[src/rtl/id_ex_reg.sv]
// ID/EX pipeline register: captures decoded operands/control, detects load-use
// hazards, inserts bubbles on hazard/flush and keeps saturating perf counters.
module id_ex_reg #(
  parameter int unsigned XLEN  = 64,
  parameter int unsigned CNT_W = 16
) (
  input  logic              clk,
  input  logic              rst,
  input  logic              stall,
  input  logic              flush,
  input  logic              id_valid,
  input  logic [XLEN-1:0]   id_pc,
  input  logic [XLEN-1:0]   id_rs1_data,
  input  logic [XLEN-1:0]   id_rs2_data,
  input  logic [XLEN-1:0]   id_imm,
  input  logic [4:0]        id_rs1,
  input  logic [4:0]        id_rs2,
  input  logic [4:0]        id_rd,
  input  logic [2:0]        id_ALUOp,
  input  logic [2:0]        id_funct3,
  input  logic [6:0]        id_funct7,
  input  logic [6:0]        id_ctrl,
  output logic              ex_valid,
  output logic [XLEN-1:0]   ex_pc,
  output logic [XLEN-1:0]   ex_rs1_data,
  output logic [XLEN-1:0]   ex_rs2_data,
  output logic [XLEN-1:0]   ex_imm,
  output logic [4:0]        ex_rs1,
  output logic [4:0]        ex_rs2,
  output logic [4:0]        ex_rd,
  output logic [2:0]        ex_ALUOp,
  output logic [2:0]        ex_funct3,
  output logic [6:0]        ex_funct7,
  output logic [6:0]        ex_ctrl,
  output logic              hazard_stall,
  output logic [CNT_W-1:0]  bubble_cnt,
  output logic [CNT_W-1:0]  stall_cnt
);

  // Bit position of MemRead in {RegWrite, MemRead, MemWrite, MemToReg, ALUSrc, Branch, Jump}
  localparam int unsigned MEMREAD_BIT = 5;

  logic do_bubble;
  logic do_hold;
  logic do_load;
  logic bubble_count;

  // Load-use: the load in EX writes a register the instruction in ID reads
  assign hazard_stall = id_valid & ex_valid & ex_ctrl[MEMREAD_BIT] & (ex_rd != 5'd0) &
                        ((ex_rd == id_rs1) | (ex_rd == id_rs2));

  // Per-cycle action selection; flush outranks stall, stall outranks hazard
  always_comb begin
    do_bubble    = 1'b0;
    do_hold      = 1'b0;
    do_load      = 1'b0;
    bubble_count = 1'b0;
    if (flush) begin
      do_bubble    = 1'b1;
      bubble_count = 1'b1;
    end else if (stall) begin
      do_hold = 1'b1;
    end else if (hazard_stall) begin
      do_bubble    = 1'b1;
      bubble_count = 1'b1;
    end else if (id_valid) begin
      do_load = 1'b1;
    end else begin
      do_bubble = 1'b1;
    end
  end

  always_ff @(posedge clk) begin
    if (rst || do_bubble) begin
      ex_valid    <= 1'b0;
      ex_pc       <= '0;
      ex_rs1_data <= '0;
      ex_rs2_data <= '0;
      ex_imm      <= '0;
      ex_rs1      <= '0;
      ex_rs2      <= '0;
      ex_rd       <= '0;
      ex_ALUOp    <= '0;
      ex_funct3   <= '0;
      ex_funct7   <= '0;
      ex_ctrl     <= '0;
    end else if (do_load) begin
      ex_valid    <= 1'b1;
      ex_pc       <= id_pc;
      ex_rs1_data <= id_rs1_data;
      ex_rs2_data <= id_rs2_data;
      ex_imm      <= id_imm;
      ex_rs1      <= id_rs1;
      ex_rs2      <= id_rs2;
      ex_rd       <= id_rd;
      ex_ALUOp    <= id_ALUOp;
      ex_funct3   <= id_funct3;
      ex_funct7   <= id_funct7;
      ex_ctrl     <= id_ctrl;
    end
  end

  // Saturating performance counters
  always_ff @(posedge clk) begin
    if (rst) begin
      bubble_cnt <= '0;
      stall_cnt  <= '0;
    end else begin
      if (bubble_count && (bubble_cnt != '1)) bubble_cnt <= bubble_cnt + CNT_W'(1);
      if (do_hold && (stall_cnt != '1))       stall_cnt  <= stall_cnt + CNT_W'(1);
    end
  end

endmodule

[config.mk]
export PLATFORM = sky130hd
export DESIGN_NAME = id_ex_reg
export DESIGN_NICKNAME = d
export VERILOG_FILES = /design/src/rtl/id_ex_reg.sv
export SDC_FILE = /design/constraint.sdc
export NUM_CORES = 1
export LEC_CHECK = 0
export ABC_AREA = 1
export ABC_CLOCK_PERIOD_IN_PS = 1600
export CAP_MARGIN = 5
export CORE_AREA = 2 2 240 242
export DETAILED_ROUTE_END_ITERATION = 8
export DIE_AREA = 0 0 242 244
export GPL_ROUTABILITY_DRIVEN = 0
export PLACE_DENSITY_LB_ADDON = 0.2
export SLEW_MARGIN = 10
export SYNTH_ARGS = -nofsm -noshare
export SYNTH_HDL_FRONTEND = slang
export SYNTH_SLANG_ARGS = --single-unit
[constraint.sdc]
create_clock -name clk -period 1.6 [get_ports clk]
set_input_delay 0.32 -clock clk [delete_from_list [all_inputs] [get_ports clk]]
set_output_delay 0.32 -clock clk [all_outputs]
set_load 0.05 [all_outputs]
# Word-level counts from Yosys, hierarchy flattened
# Cells that the tools add are included.
[word_totals]
regBits = 324
inputBits = 296
output_inout_bits = 325
wordCells = 42
[classes]
addsub = 2
eq_ne = 4
muxes = 13
bitwise = 5
reduce_logical = 4
[ops]
columns = ["op", "count"]
rows = [
  ["adder 16 x 1 -> 16 bit (second input constant)", 2],
  ["inequality test 16 bit (second input constant)", 2],
  ["2-to-1 mux 1 bit", 13],
  ["equality test 5 bit", 2],
  ["nonzero test 5 bit", 1],
  ["bitwise AND 1 bit", 4],
  ["logical AND 1 bit", 2],
  ["logical OR 1 bit", 1],
  ["bitwise OR 1 bit", 1],
]

# Longest topological paths before layout
[depth]
depth_word = 8
depth_mapped = 14
mapped_depth_nobuf = 14

# Worst setup path after synthesis
# OpenSTA, ideal clock, no wires.
[synth_timing]
path_kind = "flip-flop to flip-flop"
startpoint = "reg bubble_cnt[0]"
endpoint = "reg bubble_cnt[0]"
setup_time_ns = 0.115
arrival_time_ns = 1.994
t_required_ns = 1.485
setup_slack_ns = -0.509
stages_incl_launch_ff = 13
n_path_buf = 0
period_less_slack_ns = 2.109
cell_sequence = "dfxtp_1 -> ha_1 -> nand2_1 -> inv_1 -> nand2_1 -> nor2_1 -> nand2_1 -> nor3_2 -> inv_2 -> nand2_2 -> inv_2 -> nor2_1 -> nor2_1"
[synth_between]
elab_chain_len = 2
word_cells_on_any_way = 3
cone_classes = "add/sub (1); eq/ne (1); reduce/logical (1)"
[synth_rtl]
columns = ["element", "line", "rtl"]
rows = [
  ["start: declaration", "36", "output logic [CNT_W-1:0] bubble_cnt,"],
  ["start signal: assignment", "109", "if (bubble_count && (bubble_cnt != '1)) bubble_cnt <= bubble_cnt + CNT_W'(1);"],
  ["branches (longest 2 deep; another with adder 16 x 1 -> 16 bit)", "--", ""],
]
# Several ways; the timed one is not identified.
# A chain may end at the register's enable or synchronous reset.

# Worst setup path after layout
[layout_timing]
startpoint = "reg ex_rd[0]"
endpoint = "reg ex_rs2_data[58]"
[layout_between]
elab_chain_len = 7
word_cells_on_any_way = 13
cone_classes = "eq/ne (2); mux (6); bitwise (3); reduce/logical (2)"
[layout_rtl]
columns = ["element", "line", "rtl"]
rows = [
  ["start: declaration", "30", "output logic [4:0] ex_rd,"],
  ["start signal: assignment", "95", "ex_rd <= id_rd;"],
  ["equality test 5 bit / nonzero test 5 bit (equally long branches)", "50, 49", ""],
  ["bitwise OR 1 bit / bitwise AND 1 bit (equally long branches)", "50, 49", ""],
  ["bitwise AND 1 bit (*)", "49", "assign hazard_stall = id_valid & ex_valid & ex_ctrl[MEMREAD_BIT] & (ex_rd != 5'd0) &"],
  ["2-to-1 mux 1 bit", "63", "end else if (hazard_stall) begin"],
  ["2-to-1 mux 1 bit", "61", "end else if (stall) begin"],
  ["2-to-1 mux 1 bit", "58", "if (flush) begin"],
  ["logical OR 1 bit", "74", "if (rst || do_bubble) begin"],
  ["end signal: assignment", "91", "ex_rs2_data <= id_rs2_data;"],
  ["end: declaration", "26", "output logic [XLEN-1:0] ex_rs2_data,"],
]
# Every way passes the cells marked *; elsewhere a longest branch is shown, timed or not.

==> summary.md <==
| Metric | Value |
|---|---|
| Post-route clock period utilization | `131%` |
| Final net count | `2684` |
| Violated checks | `setup timing` |
| Clock Path Buffers | `3` |
| Fin. Hold Viols | `0` |
| Fin cells | `3169` |
| Vias | `15000` |
| DR iter-0 viols | `783` |
| DRT Pass-1 Iters | `5` |
| Cells after Synth | `1654` |
| Post-synth top area share | `45.2%` |
| Relative slew slack | `76.9%` |
| Synth warn | `0` |
| IO Pins | `621` |
| DRT Wirelength | `61.2 mm` |
| Ys flop type | `dfxtp_1` |
| Post-route ant nets | `0` |
| Clock transition at path regs | `0.06 ns` |
| Fmax | `476 MHz` |
| Wire per inst | `19.3 um` |
| Top area cells in the synthesized netlist | `dfxtp_1 45%, a21oi_2 17%, nand4_1 13%` |
| Largest net degree at the start of global routing | `50` |
| Leakage | `9.08 nW` |
| Fraction of the yosys area taken by sequential cells | `45.2%` |
| Antenna violations before repair | `5` |
| Met2 WL post-DR | `29.7 mm` |
| Initial Util | `25.6%` |
| Total power | `0.0203 W` |
| Final Max Slew Viols | `0` |
| Fill count | `5531` |
| Mapped Area | `0.0144 sq mm` |
| Met1 WL | `24.7 mm` |
| MaxCap Viol Count | `0` |
| PwrDens | `823 mW/mm^2` |
| Final core occ | `44.0%` |
| Core area | `0.0562 sq mm` |
| First-pass GRT wire length | `87.3 mm` |
| Met3 routed WL | `4.64 mm` |
| Synth async-reset ratio | `0%` |
| Tightest Hold Check Type | `primary input to flop` |
| Type of the worst setup path | `flop to flop` |
| # setup viols final | `312` |
| P&R area growth vs syn | `71.9%` |
| Critical path data arrival time | `2.58 ns` |
| Crit path max fanout | `7` |
| FF+latch count, synth | `324` |
| Nature of the critical path startpoint | `flop` |
| CP Capture Type | `flop` |
| Library cells used by synthesis | `33` |
| # placed instances | `3025` |
| Vias in the first global route | `14600` |
| Hpwl dp | `41.7 mm` |
| Required time worst endpoint | `2.08 ns` |
| Tmin final | `2.10 ns` |
| TritonCTS clock tree | `done` |
| Die ar. | `0.0590 sq mm` |
| Peak VDD IR | `0.673 mV` |
| Post-synth top area cell | `dfxtp_1` |
| Clock Tree Root | `clkbuf_16` |
| CTS H-Tree Depth | `2` |
| Die Span X | `242 um` |
| Vias per Instance | `4.74` |
| Synth Area per Inst | `8.69 sq um` |
| Clk_lat worst skew | `0.54 ns` |
| Port Buf Inserts | `620` |
| Die Height | `244 um` |
| Post-synth EDFFs | `0` |
| Setup Skew | `0.00940 ns` |
| Overall routing resource usage | `18.6%` |
| Syn nets | `1952` |
| Total gr overflow | `0` |
| Highest metal used | `met5` |
| Layout cells sized above 1 | `40.2%` |
| CTS buffer count | `41` |
| Setup ws final | `-0.501 ns` |
| CTS Hold Bufs | `0` |
| Drc violations | `0` |
| Status | `finished, violations left` |
| # rows | `87` |
| Worst-Margin Slew | `0.346 ns` |
| RSZ-0062 raised after global routing | `true` |
| Num Clock Sinks | `324` |
| Pre-CTS setup slack | `-0.801 ns` |
final cells by class:
| type | instances | area (sq um) | area share, % |
|---|---|---|---|
| diodes | 1 | 2.50 | 0.0101 |
| clock buffers | 64 | 1210 | 4.91 |
| clock inverters | 5 | 53.8 | 0.218 |
| inverters | 55 | 229 | 0.927 |
| multi-input cells | 1110 | 6640 | 26.9 |
| flip-flops and latches | 324 | 6550 | 26.5 |
| well taps | 756 | 946 | 3.83 |
| repair buffers | 854 | 9070 | 36.7 |
state kept, by name (all words and copies together), names as in the netlist:
signal,cells
ex_pc,64
bubble_cnt,16
ex_rd,5
ex_rs2,5
ex_valid,1
ex_ctrl,7
ex_rs2_data,64
ex_rs1_data,64
ex_funct3,3
ex_imm,64
ex_rs1,5
ex_funct7,7
stall_cnt,16
ex_ALUOp,3
Yosys cell counts, types with 2 or more instances:
library cell and number:
nand2_1 366, dfxtp_1 324, nand4_1 294, a21oi_2 281, clkbuf_1 66, nor2_1 59
inv_1 43, a21oi_1 34, buf_2 33, buf_4 31, nand3_1 30, buf_8 21
buf_6 11, inv_2 10, nor3_1 8, o21ai_1 7, o21ai_0 6, nand2_2 4
o21bai_1 4, xor2_1 3, and3_1 2, buf_12 2, clkinv_1 2, ha_1 2
or2_2 2, xnor2_1 2
power breakdown:
group	internal [W]	switching (W)	leakage, nW
combinational	0.00163	0.00160	5.82
sequential	0.00815	0.0000589	2.63
clock	0.00533	0.00355	0.622
worst max-delay path, stage by stage (launching register included):
cell	delay, ns
dfxtp_4	0.37
nand2_2	0.05
clkinv_1	0.06
nor2_2	0.13
nor2_2	0.05
nand3_2	0.08
nand2_4	0.06
buf_4	0.15
a21oi_4	0.22
clkbuf_16	0.21
buf_12	0.11
clkbuf_16	0.16
clkbuf_16	0.15
nand4_1	0.09
a21oi_2	0.13
metrics by stage:
stage	area (sq um)	hold slack, ns	setup TNS, ns
CTS	23800	0.320	-122.88
floorplan	14500	0.382	-1.07
global placement	21900	0.453	-216.82
detailed placement	21900	0.460	-216.17
finish	24700	0.351	-125.44
global route	24700	0.341	-155.93
routing by layer:
layer	global-route usage (%)	vias up
met5	0	-
met4	7.21	6
met3	5.76	102
met2	31.3	514
met1	22.2	7110
li1	-	7287
cell families after synthesis:
group | synth area share, %
XOR/XNOR | 0.305
adder cells (fa/ha/maj) | 0.174
AND/OR/NAND/NOR | 26.1
AO/OA/AOI/OAI | 19.0
flip-flops | 45.2
buffers and inverters | 9.29
what timing repair did:
item,CTS,global route
endpoints found under the setup margin,309,322
cloned,11,29
gates resized for setup,33,53
pin swaps,15,34
buffers inserted,17,20
worst paths after layout:
check / start / end / slack (ns) / depth (start not counted)
worst max-delay path: ex_rd[0] / ex_rs2_data[58] / -0.50 / 14
worst min-delay path: id_rs1_data[56] / ex_rs1_data[56] / 0.35 / 3
worst max register to register: ex_rd[0] / ex_rs2_data[58] / -0.50 / 14
worst min register to register: ex_pc[28] / ex_pc[28] / 0.47 / 2
cell usage in the layout, fill, tap and decap left out, types with 2 or more instances in the layout:
cell type / synthesis / routed
buf_4: 31 / 403
nand2_1: 366 / 357
dfxtp_1: 324 / 295
clkdlybuf4s50_1: 0 / 295
nand4_1: 294 / 294
a21oi_2: 281 / 282
buf_12: 2 / 87
clkbuf_16: 0 / 62
nor2_1: 59 / 54
inv_1: 43 / 39
a21oi_1: 34 / 32
nand3_1: 30 / 26
buf_6: 11 / 24
dfxtp_2: 0 / 20
buf_16: 0 / 16
clkbuf_1: 66 / 14
nand2_2: 4 / 11
inv_2: 10 / 9
dfxtp_4: 0 / 9
buf_8: 21 / 9
nor3_1: 8 / 8
clkbuf_8: 0 / 8
o21ai_1: 7 / 7
o21ai_0: 6 / 6
nor2_2: 0 / 5
nand3_2: 0 / 4
o21bai_1: 4 / 4
inv_4: 0 / 3
nand2_4: 1 / 3
xor2_1: 3 / 3
clkinv_2: 0 / 3
clkinv_1: 2 / 2
inv_8: 0 / 2
and3_1: 2 / 2
or2_2: 2 / 2
Power figures use the tool's default switching activity.
==> RTL edit 1, RTL diff (same settings) <==
Reset style: asynchronous (`rst`), changed in one clocked block.
--- a/src/rtl/id_ex_reg.sv
+++ b/src/rtl/id_ex_reg.sv
@@ -103,3 +103,3 @@
   // Saturating performance counters
-  always_ff @(posedge clk) begin
+  always_ff @(posedge clk or posedge rst) begin
     if (rst) begin
Function: differs if rst is asserted again (counterexample within 4 cycles, from zero or initial values and one cycle with rst high); with rst held inactive, the same outputs for 4 cycles.
==> RTL edit 1 against the original RTL <==
The flow still finishes with violations (setup timing); worst setup slack got worse by 0.11 ns; total power rose by 12%; final area rose by 4.1%; non-clock buffer count rose by 56; global-route usage rose by 1.9 points; hold slack got worse by 0.094 ns; sequential cell count did not move; cell count rose by 0.44%; area after synthesis fell by 9.5%; wire length rose by 4.9%; die area did not move; largest cell class unchanged; largest power group unchanged; highest routed layer is now met4.
==> RTL edit 1: results (changes against the original RTL) <==
Outcome = finished, violations left
Failing checks = setup timing
Num CTS Buffers = 39 (-4.9%)
Critical path arrival = 1.89 ns (-0.69 ns)
NetSw = 6200 µW (+19%)
Crit-path max FO = 7 (unchanged)
Clock root buffer = clkbuf_16
Syn Area/Cell = 8.06 µm² (-7.2%)
Peak supply drop = 0.810 mV (+20%)
Post-Syn Nets = 1911 (-2.1%)
Synth top area cells = dfxtp_1 (45%), nand4_1 (14%), a21oi_1 (11%), nand2_1 (11%), dfrtp_1 (6.2%)
Wire per inst = 20.2 µm (+4.4%)
Fraction of layout cells with a size suffix above 1 = 0.359 (-0.0433)
CTS max path bufs = 3 (unchanged)
TritonRoute pass-1 iters = 5 (unchanged)
Final nets = 2697 (+0.48%)
Final Skew = 0.0165 ns (+0.00714 ns)
Placed Cells = 2991 (-1.1%)
Clk Latency, worst-skew pair = 0.55 ns
Register-to-Register Path Depth = 15 (+1)
Placed wire-length estimate = 41000 µm (-1.7%)
I/O Buffers = 620 (unchanged)
Routed vias = 15400 (+2.3%)
DRT iter0 DRCs = 927 (+18%)
Number of synthesis warnings = 0 (unchanged)
Setup_tns = -147.47 ns (-22.03 ns)
Initial antenna violation count = 0 (-5)
Largest net degree at the start of global routing = 100 (+100%)
Post-synth top cells = nand2_1 (380), nand4_1 (297), a21oi_1 (293)
Leakage = 0.0101 µW (+11%)
Post-DP Area = 20900 µm² (-4.6%)
Max-slew headroom = 0.649 (-0.120)
Synth unique cells = 23 (-30%)
Ys flop type = dfxtp_1
HP Class = input pin to async pin
Clock slew at reported path FFs = 0.06 ns (about the same)
H-tree depth = 2 (unchanged)
Async SR Flop Fraction = 0.0988 (+0.0988)
Filler cell count = 5342 (-3.4%)
Via density = 4.83 (+1.9%)
Finish-stage setup viols = 309 (-0.96%)
Sequential-to-total area share from yosys stat = 0.511 (+0.0598)
Tot GR Track Use = 0.206 (+0.0194)
Post-route setup slack = -0.613 ns (-0.112 ns)
GR Overflow Total = 0 (unchanged)
Inserted Diodes = 0 (-1)
First-pass GRT wire length = 94700 µm (+8.5%)
## RTL edit 1: per-stage QoR
| step | setup slack, ns | utilization |
|---|---|---|
| after floorplan | -0.164 | - |
| after global placement | -0.817 | 0.372 |
| after detailed placement | -0.810 | 0.372 |
| after CTS | -0.686 | 0.453 |
| after global routing | -0.711 | 0.458 |
| final | -0.613 | 0.458 |
## RTL edit 1: layout make-up
type                       instances  area [µm²]  area share
inverter                          42         161     0.00628
clock inverter                     7        92.6     0.00360
timing repair buffer             910       10400       0.406
clock buffer                      62        1270      0.0493
multi-input combinational       1082        6110       0.238
sequential                       324        6690       0.260
tap                              756         946      0.0368
## RTL edit 1: logic make-up (layout without fill, tap and decap cells)
group,count (synthesis),count (layout),synth area share
buffers and inverters,207,1021,0.0714
flip-flops,324,324,0.511
AO/OA/AOI/OAI,300,300,0.116
AND/OR/NAND/NOR,750,750,0.279
adder cells (fa/ha/maj),2,2,0.00192
XOR/XNOR,30,30,0.0202
## RTL edit 1: layer usage
layer	track usage	vias up	share of wire
met2	0.363	617	0.50
met4	0.0728	0	0.034
li1	-	7288	-
met5	0	-	0
met3	0.0517	112	0.071
met1	0.241	7354	0.39
## RTL edit 1: worst paths after layout
kind                       slack, ns         endpoint            start
min                             0.26    stall_cnt[15]              rst
min reg2reg                     0.46  ex_rs2_data[10]  ex_rs2_data[10]
max reg2reg                    -0.54        ex_pc[31]         ex_rd[0]
max in group asynchronous       1.02    bubble_cnt[2]              rst
max                            -0.61     hazard_stall         ex_rd[0]
min in group clk                0.31         ex_rd[0]         id_valid
## RTL edit 1: critical path, stage by stage (launching register included)
cell and delay [ns]:
dfxtp_4 0.38, nor2_2 0.12, nor2_2 0.05, nor2_1 0.11, nand3_1 0.10, nand2_2 0.13
nand2_8 0.06, buf_12 0.13, clkinvlp_4 0.11, buf_12 0.15
## RTL edit 1: what timing repair did
| action | in CTS | in global routing |
|---|---|---|
| gates resized for setup | 268 | 80 |
| cloned | 51 | 7 |
| setup endpoints to repair | 329 | 340 |
| setup buffers | 79 | 3 |
| pin swaps | 40 | 12 |
## RTL edit 1: power by group through the flow
| stage | combinational (µW) | clock (µW) | sequential, µW |
|---|---|---|---|
| 2_1_floorplan | 899 | 0 | 9420 |
| 3_5_place_dp | 4020 | 0 | 8660 |
| 3_3_place_gp | 4010 | 0 | 8650 |
| 5_1_grt | 5190 | 9950 | 8510 |
| 6_report | 4950 | 9380 | 8490 |
| 4_1_cts | 4910 | 9650 | 8480 |
==> RTL edit 2, RTL diff (same flow settings) <==
Without the edit above. The parameter `CNT_W` goes from 16 to 20.
--- a/src/rtl/id_ex_reg.sv
+++ b/src/rtl/id_ex_reg.sv
@@ -4,3 +4,3 @@
   parameter int unsigned XLEN  = 64,
-  parameter int unsigned CNT_W = 16
+  parameter int unsigned CNT_W = 20
 ) (
Interface: changed (resized bubble_cnt and stall_cnt); port bits go from 621 to 629. No check against the original RTL was run, so the function may have changed too.
==> RTL edit 2 against the original RTL <==
The run still ends with setup timing left; cell count rose by 5.2%; final area rose by 6.0%; wire length rose by 10%; sequential power rose by 2%; die area did not move; largest power group unchanged; area after synthesis fell by 4.2%; worst setup slack got worse by 0.023 ns; fmax fell by 1.1%; non-clock buffer count rose by 62; total power rose by 7.1%; sequential cell count rose by 8; count of clock-buffer cells in the layout fell by 2.
==> RTL edit 2: results (changes against the original RTL) <==
Outcome = finished, violations left
Failing checks = setup timing
Layout Cells excl Fill = 3335 (+5.2%)
Setup_tns = -131.38 ns (-5.94 ns)
Initial antenna violation count = 4 (-1)
Leakage = 0.0100 µW (+11%)
NetSw = 5560 µW (+6.7%)
Worst reg-to-reg setup slack = -0.52 ns (-0.02 ns)
Reg-to-Reg Start = ex_rd[1]
Placed wire-length estimate = 42500 µm (+1.7%)
Comb group = 3480 µW (+7.7%)
Worst Hold Path EP = ex_funct7[2]
Final nets = 2842 (+5.9%)
Tot GR Track Use = 0.201 (+0.0144)
Clk Latency, worst-skew pair = 0.56 ns (+0.02 ns)
Sequential-to-total area share from yosys stat = 0.483 (+0.0313)
DRT iter0 DRCs = 961 (+23%)
Synth Area in Compound Gates = 0.122 (-0.0682)
CP startpoint = ex_rd[1]
Syn Area/Cell = 7.84 µm² (-9.7%)
Peak supply drop = 0.681 mV (+1.3%)
XOR/XNOR Fraction of Synth Area = 0.0121 (+0.00904)
M1 GR Usage = 0.236 (+0.0139)
Routed vias = 16100 (+7.2%)
RR Endpoint = ex_rs1_data[59]
Finish-stage setup viols = 332 (+6.4%)
Synth Area in Adders = 0.00182 (+0.0000758)
Post-Syn Nets = 2053 (+5.2%)
Post-route setup slack = -0.524 ns (-0.0231 ns)
Met3 routed WL = 4440 µm (-4.3%)
Min Hold Slack = 0.327 ns (-0.0248 ns)
Post-synth top cells = nand2_1 (424), dfxtp_1 (332), a21oi_1 (323)
==> RTL edit 2: layout make-up <==
class	instances	area, µm²
sequential	332	6750
clock inverter	13	175
fill	5378	30000
tap	756	946
clock buffer	62	1260
antenna	3	7.51
multi-input combinational	1199	6570
inverter	54	230
timing repair buffer	916	10200
==> RTL edit 2: repair_timing <==
action,CTS,global route
gates resized for setup,71,206
gates cloned,32,32
setup buffers,23,32
endpoints found under the setup margin,332,335
pin swaps,16,38
==> RTL edit 2: critical path, stage by stage (launching register included) <==
cell and delay, ns:
dfxtp_4 0.36, inv_4 0.07, buf_6 0.09, nand4_1 0.08, o21ai_1 0.16, inv_2 0.08, buf_6 0.12, a21oi_4 0.18
buf_12 0.17, buf_12 0.11, clkbuf_16 0.16, buf_12 0.11, clkbuf_16 0.13, nand4_1 0.09, a21oi_2 0.14
